`src/rtl/life_pkg.sv`:
```
// ----------------------------------------------------------------------------
// life_pkg
// Shared constants and types for the 8x8 Game-of-Life generation engine.
//   COLS, ROWS, CELLS : board geometry
//   SEED              : power-on board (the "HW" pattern), bit i = cell i
//   state_e           : generation FSM states
// ----------------------------------------------------------------------------
package life_pkg;

    localparam int COLS  = 8;
    localparam int ROWS  = 8;
    localparam int CELLS = COLS * ROWS;

    // Cells {3,6,8,12,19,22,24,28,35,38,40,42,44,52,53,57,59}
    localparam logic [CELLS-1:0] SEED = 64'h0A30_1548_1148_1148;

    typedef enum logic [1:0] {
        IDLE,
        COMPUTE,
        SWAP
    } state_e;

endpackage

```
`src/rtl/life_cell_rule.sv`:
```
// ----------------------------------------------------------------------------
// life_cell_rule
// Combinational Conway rule for one cell.
// Ports:
//   alive_i      : current state of the cell
//   nbrs_i[7:0]  : the eight neighbour states (off-board already forced dead)
//   next_alive_o : cell state in the next generation
// ----------------------------------------------------------------------------
module life_cell_rule (
    input  logic       alive_i,
    input  logic [7:0] nbrs_i,
    output logic       next_alive_o
);

    logic [3:0] nbr_cnt;

    // NOTE: every always_comb output gets a default before any branch or loop,
    // so no path can leave it unassigned and infer a latch.
    always_comb begin
        nbr_cnt = '0;
        for (int k = 0; k < 8; k++) begin
            nbr_cnt = nbr_cnt + 4'(nbrs_i[k]);
        end
        // Birth on exactly 3; survival on 2 or 3.
        next_alive_o = (nbr_cnt == 4'd3) || (alive_i && (nbr_cnt == 4'd2));
    end

endmodule

```
`src/rtl/life_gen_engine.sv`:
```
// ----------------------------------------------------------------------------
// life_gen_engine
// Holds the displayed 8x8 board and computes the next generation one cell per
// cycle into a work buffer, then swaps it in on a single edge so the renderer
// never sees a partially updated board.
//
// Ports:
//   clk        : pixel clock
//   reset      : synchronous, active-high reset
//   frame_tick : one-cycle pulse per video frame
//   run        : advance automatically every GEN_FRAMES frame ticks
//   step       : one-cycle pulse, request one generation when idle
//   seed_load  : one-cycle pulse, load seed_data into the displayed board
//   seed_data  : board to load, bit i = cell i
//   rd_addr    : renderer cell index, row*8 + col
//   rd_data    : displayed cell at rd_addr (combinational)
//   busy       : generation in progress
//   gen_done   : one-cycle pulse when a new board becomes visible
//   generation : generations since reset/load, wraps at 16 bits
//
// Build option: define LIFE_TORUS_EN to wrap neighbours modulo the board size
// in both axes; otherwise off-board neighbours read as dead.
// ----------------------------------------------------------------------------
module life_gen_engine
    import life_pkg::*;
#(
    parameter int COLS_LOG2  = $clog2(COLS),
    parameter int ROWS_LOG2  = $clog2(ROWS),
    parameter int GEN_FRAMES = 60
) (
    input  logic                                  clk,
    input  logic                                  reset,
    input  logic                                  frame_tick,
    input  logic                                  run,
    input  logic                                  step,
    input  logic                                  seed_load,
    input  logic [(1<<(COLS_LOG2+ROWS_LOG2))-1:0] seed_data,
    input  logic [COLS_LOG2+ROWS_LOG2-1:0]        rd_addr,
    output logic                                  rd_data,
    output logic                                  busy,
    output logic                                  gen_done,
    output logic [15:0]                           generation
);

    localparam int N_W     = COLS_LOG2 + ROWS_LOG2;
    localparam int N_CELLS = 1 << N_W;

`ifdef LIFE_TORUS_EN
    localparam bit TORUS = 1'b1;
`else
    localparam bit TORUS = 1'b0;
`endif

    state_e               state_q,      state_d;
    logic [N_W-1:0]       idx_q,        idx_d;
    logic [5:0]           frame_cnt_q,  frame_cnt_d;
    logic [15:0]          generation_q, generation_d;
    logic [N_CELLS-1:0]   display_q,    display_d;
    logic [N_CELLS-1:0]   work_q,       work_d;
    logic                 gen_done_q,   gen_done_d;

    // ------------------------------------------------------------------
    // Neighbour gather for the cell being computed (always from display).
    // Row/column arithmetic wraps naturally in its own width; the *_ok
    // flags kill the wrapped reads on a dead-border board.
    // ------------------------------------------------------------------
    logic [ROWS_LOG2-1:0] cur_row, row_up, row_dn;
    logic [COLS_LOG2-1:0] cur_col, col_lf, col_rt;
    logic                 up_ok, dn_ok, lf_ok, rt_ok;
    logic [7:0]           nbrs;
    logic                 next_cell;

    always_comb begin
        cur_row = idx_q[N_W-1:COLS_LOG2];
        cur_col = idx_q[COLS_LOG2-1:0];
        row_up  = cur_row - ROWS_LOG2'(1);
        row_dn  = cur_row + ROWS_LOG2'(1);
        col_lf  = cur_col - COLS_LOG2'(1);
        col_rt  = cur_col + COLS_LOG2'(1);

        up_ok = TORUS || (cur_row != '0);
        dn_ok = TORUS || (cur_row != '1);
        lf_ok = TORUS || (cur_col != '0);
        rt_ok = TORUS || (cur_col != '1);

        nbrs[0] = up_ok && lf_ok && display_q[{row_up,  col_lf }];
        nbrs[1] = up_ok          && display_q[{row_up,  cur_col}];
        nbrs[2] = up_ok && rt_ok && display_q[{row_up,  col_rt }];
        nbrs[3] = lf_ok          && display_q[{cur_row, col_lf }];
        nbrs[4] = rt_ok          && display_q[{cur_row, col_rt }];
        nbrs[5] = dn_ok && lf_ok && display_q[{row_dn,  col_lf }];
        nbrs[6] = dn_ok          && display_q[{row_dn,  cur_col}];
        nbrs[7] = dn_ok && rt_ok && display_q[{row_dn,  col_rt }];
    end

    life_cell_rule u_rule (
        .alive_i      (display_q[idx_q]),
        .nbrs_i       (nbrs),
        .next_alive_o (next_cell)
    );

    // ------------------------------------------------------------------
    // Next-state logic
    // ------------------------------------------------------------------
    logic auto_start;

    always_comb begin
        state_d      = state_q;
        idx_d        = idx_q;
        frame_cnt_d  = frame_cnt_q;
        generation_d = generation_q;
        display_d    = display_q;
        work_d       = work_q;
        gen_done_d   = 1'b0;
        auto_start   = 1'b0;

        if (seed_load) begin
            // Overrides everything, including an in-flight generation.
            display_d    = seed_data;
            work_d       = '0;
            state_d      = IDLE;
            idx_d        = '0;
            generation_d = '0;
            frame_cnt_d  = '0;
        end else begin
            case (state_q)
                IDLE: begin
                    auto_start = run && frame_tick &&
                                 (frame_cnt_q == 6'(GEN_FRAMES - 1));
                    if (run && frame_tick) begin
                        frame_cnt_d = frame_cnt_q + 6'd1;
                    end
                    // step and an automatic start on the same edge merge
                    // into one generation.
                    if (step || auto_start) begin
                        state_d     = COMPUTE;
                        idx_d       = '0;
                        frame_cnt_d = '0;
                    end
                end
                COMPUTE: begin
                    work_d[idx_q] = next_cell;
                    idx_d         = idx_q + N_W'(1);
                    if (idx_q == '1) begin
                        state_d = SWAP;
                    end
                end
                SWAP: begin
                    display_d    = work_q;
                    generation_d = generation_q + 16'd1;
                    gen_done_d   = 1'b1;
                    state_d      = IDLE;
                end
                default: begin
                    state_d = IDLE;
                end
            endcase
        end
    end

    // ------------------------------------------------------------------
    // State registers
    // ------------------------------------------------------------------
    // NOTE: sequential state uses non-blocking assignments so every register
    // samples pre-edge values regardless of statement order.
    // NOTE: both boards are flop arrays, not RAM; the displayed board's reset
    // value is functional (the power-on pattern), so both are reset.
    always_ff @(posedge clk) begin
        if (reset) begin
            state_q      <= IDLE;
            idx_q        <= '0;
            frame_cnt_q  <= '0;
            generation_q <= '0;
            display_q    <= SEED;
            work_q       <= '0;
            gen_done_q   <= 1'b0;
        end else begin
            state_q      <= state_d;
            idx_q        <= idx_d;
            frame_cnt_q  <= frame_cnt_d;
            generation_q <= generation_d;
            display_q    <= display_d;
            work_q       <= work_d;
            gen_done_q   <= gen_done_d;
        end
    end

    assign rd_data    = display_q[rd_addr];
    assign busy       = (state_q != IDLE);
    assign gen_done   = gen_done_q;
    assign generation = generation_q;

endmodule
```
`config.mk`:
```
export PLATFORM = sky130hd
export DESIGN_NAME = life_gen_engine
export DESIGN_NICKNAME = d
export VERILOG_FILES = /design/src/rtl/life_pkg.sv /design/src/rtl/life_cell_rule.sv /design/src/rtl/life_gen_engine.sv
export SDC_FILE = /design/constraint.sdc
export NUM_CORES = 1
export LEC_CHECK = 0
export BUFFER_PORTS_ARGS = -buffer_cell sky130_fd_sc_hd__buf_2
export CORE_MARGIN = 4
export CORE_UTILIZATION = 54
export CTS_CLUSTER_SIZE = 16
export DETAILED_ROUTE_END_ITERATION = 6
export PLACE_DENSITY = 0.88
export SLEW_MARGIN = 5
export SYNTH_ARGS = -nofsm -noshare
export SYNTH_HDL_FRONTEND = slang
export SYNTH_SLANG_ARGS = --single-unit
```
`constraint.sdc`:
```
create_clock -name clk -period 6 [get_ports clk]
set_clock_uncertainty 0.15 [all_clocks]
set_input_delay 1.2 -clock clk [delete_from_list [all_inputs] [get_ports clk]]
set_output_delay 1.2 -clock clk [all_outputs]
set_load 0.01 [all_outputs]
```
==> summary.md <==
| Metric | Value |
|---|---|
| Outcome | `finished clean` |
| Syn Area/Cell | `around 9 um2` |
| Tmin final | `approximately 6 ns` |
| H-tree level count | `4` |
| Initial antenna violation count | `0` |
| Register area | `approximately 0.0032 mm2` |
| Vias per inst | `roughly 6.5` |
| WL/cell | `~22 um` |
| Unique masters post-synth | `65` |
| Syn nets | `between 1000 and 1500` |
| Dpl cells | `roughly 1300` |
| Die footprint | `about 0.020 mm2` |
| Data required, critical path | `6.20 ns` |
| Clock Path Buffers | `2` |
| Max cap viols | `0` |
| Largest area contributor in the netlist | `dfxtp_1` |
| DP Wirelength | `20370 um` |
| Multi-input logic area | `between 0.006 and 0.007 mm2` |
| Synth area leaders | `dfxtp_1, mux4_2, mux2i_1, nor2_1, mux2_2` |
| Critical-path cell list | `ha_1 -> ha_1 -> buf_6 -> mux4_1 -> mux2_2 -> mux2i_2 -> mux2_2 -> nor4_2 -> a31oi_1 -> fa_1 -> inv_1 -> fa_1 -> fa_2 -> inv_1 -> fa_1 -> nor2_2 -> nand2_1 -> a31o_2 -> buf_12 -> o21ai_0` |
| CTS Buf Count | `17` |
| Period utilization | `0.9753` |
| Setup TNS | `0 ns` |
| Post-synthesis sequential area ratio | `0.3265` |
| Nets | `approximately 1200` |
| Power density over the cells | `~220 mW/mm2` |
| Filler cells | `between 1000 and 1500` |
| Min-Delay Path Class | `reg2reg` |
| WL final | `between 20000 and 30000 um` |
| Layout Cells excl Fill | `~1400` |
| Cell with the most instances after synthesis | `dfxtp_1` |
| CP Capture Type | `flop` |
| EDFF count, synth | `0` |
| Crit-path max FO | `48` |
| Synth async-reset ratio | `0` |
| Predominant post-synthesis flop cell | `dfxtp_1` |
| Critical Path AT | `between 6 and 7 ns` |
| Largest net degree at the start of global routing | `72` |
| Worst vdd ir | `roughly 0.00019 V` |
| Yosys top cell area share | `0.3265` |
| Core area | `between 0.015 and 0.02 mm2` |
| FF+latch count, synth | `around 160` |
| Post-Syn Instances | `1059` |
| Vert. Die Dim | `142.4 um` |
| 1st-iter DRT viols | `roughly 1000` |
| Leakage | `0.003988 uW` |
| Gr ovfl total | `0` |
| Share of cells above drive strength 1 | `0.2489` |
| Starting density of the core | `0.5578` |
| N_diodes | `0` |
| Hold slack final | `roughly 0.31 ns` |
| Max-slew headroom | `0.1364` |
| Die W | `roughly 140 um` |
| Mapped cell area | `roughly 0.0097 mm2` |
| Util after Layout | `0.6377` |
| Delay-heaviest family, CP | `adder cells` |
| First-pass GRT wire length | `46690 um` |
| CP bufs+invs | `4` |
| Max Fclk | `~170 MHz` |
| Vias in the first global route | `approximately 8600` |
| Worst Setup Start Kind | `flop` |
| # DRC | `0` |
| CTS tree | `built` |
| Port Buffers | `94` |
| Synth top cells by count | `dfxtp_1, nor2_1, mux2i_1` |
| Slowest cell on crit path | `mux4_1` |
| Root Driver | `clkbuf_16` |
| GRT Total Usage | `0.2928` |
| CP max stage delay | `~0.57 ns` |
| Sink Count | `~160` |
| Final Hold Viols | `0` |
| Vias after detailed routing | `8951` |
| Hold buffer count at CTS | `0` |
| Ys Warns | `0` |
| DR pass1 iterations | `7` |
| Row cnt | `48` |
| CP Class | `reg2reg` |
| Area growth syn-to-layout | `14.31%` |
| Final setup fails | `0` |
| I/O Pins | `95` |
| Most used cell, CP | `fa_1` |
| Worst skew pair latency | `between 0.4 and 0.5 ns` |
| Measured slew at the worst slew-check pin | `approximately 1.3 ns` |
| Reg clk slew, reported paths | `around 0.060 ns` |
| Post-route ant nets | `0` |
| Final Max Tran Viols | `0` |
| Placer Congestion | `1.003` |
[area by class of cell]
class                           count  share of cell area
Clock inverter                     10            0.009319
Clock buffer                       21             0.04132
Inverter                           15            0.005052
Timing Repair Buffer              141             0.08005
Multi-Input combinational cell    803              0.5530
Sequential cell                   159              0.2860
Tap cell                          225             0.02526
[routing by layer]
layer | up-vias | global-route usage | wire length [um]
met4 | 0 | 0.1481 | 1512
met1 | 4210 | 0.3867 | 11740
met2 | 570 | 0.4599 | 13770
met3 | 117 | 0.05645 | 2943
li1 | 4054 | - | -
met5 | - | 0 | 0
[final timing paths]
check | from | to | slack [ns] | cells past startpoint
max | idx_q[0] | work_q[28] | 0.15 | 20
min | work_q[12] | work_q[12] | 0.31 | 2
max reg2reg | idx_q[0] | work_q[28] | 0.15 | 20
min reg2reg | work_q[12] | work_q[12] | 0.31 | 2
[flip-flops by register name, indices dropped and copies added, names as in the netlist]
| name | flops |
|---|---|
| generation | 16 |
| state_q | 2 |
| frame_cnt_q | 6 |
| gen_done | 1 |
| work_q | 64 |
| display_q | 64 |
| idx_q | 6 |
[stage by stage]
step / area (um2) / power, uW / setup slack [ns]
floorplan: 9753 / 1325 / 0.002522
global placement: 10410 / 1417 / 0.2081
detailed placement: 10410 / 1422 / 0.1443
CTS: 10970 / 2476 / 0.09101
global route: 11140 / 2557 / -0.02629
finish: 11140 / 2478 / 0.1482
[tightest hold or removal path, stage by stage (launching register included)]
cell and delay [ns]:
dfxtp_1 0.31, nand3_1 0.06, o21ai_1 0.05
[layout by cell type, fill, tap and decap left out, types with 3 or more instances in the layout]
master,instances
a32oi_1,4
xor2_1,14
mux2_2,36
nor2_1,134
o21ai_1,12
inv_6,4
nor3_2,3
nor3_1,9
and3_1,6
dfxtp_1,158
or3_1,7
nand3_1,63
mux4_1,9
fa_1,3
a21oi_1,78
o21ai_0,61
inv_1,13
buf_4,39
nand2b_1,21
a221o_1,3
xnor2_1,5
nand4_1,8
mux2i_1,92
nor2b_1,5
nand2_1,84
ha_1,11
mux4_2,49
buf_2,93
and2_1,4
clkbuf_16,18
buf_6,5
a22oi_1,11
clkinvlp_4,3
o2111ai_1,17
[cell families (layout without fill, tap and decap cells)]
family                   count (synthesis)  after routing  synth area share
AND/OR/NAND/NOR                        357            357            0.1641
AO/OA/AOI/OAI                          221            221            0.1400
XOR/XNOR                                20             20           0.01874
adder cells (fa/ha/maj)                 17             17           0.02490
buffers and inverters                   97            187           0.04941
multiplexers                           188            188            0.2763
flip-flops                             159            159            0.3265
[repair_timing]
action | CTS | global route
gates resized for setup | 0 | 33
endpoints found under the setup margin | 0 | 64
setup buffers | 0 | 9
[power breakdown]
group          switching, uW  leakage [uW]  total [uW]  internal, uW
sequential              38.8       0.00129        1120          1080
combinational            154       0.00242         296           142
clock                    465      0.000269        1060           599
(Power assumes the default switching activity.)
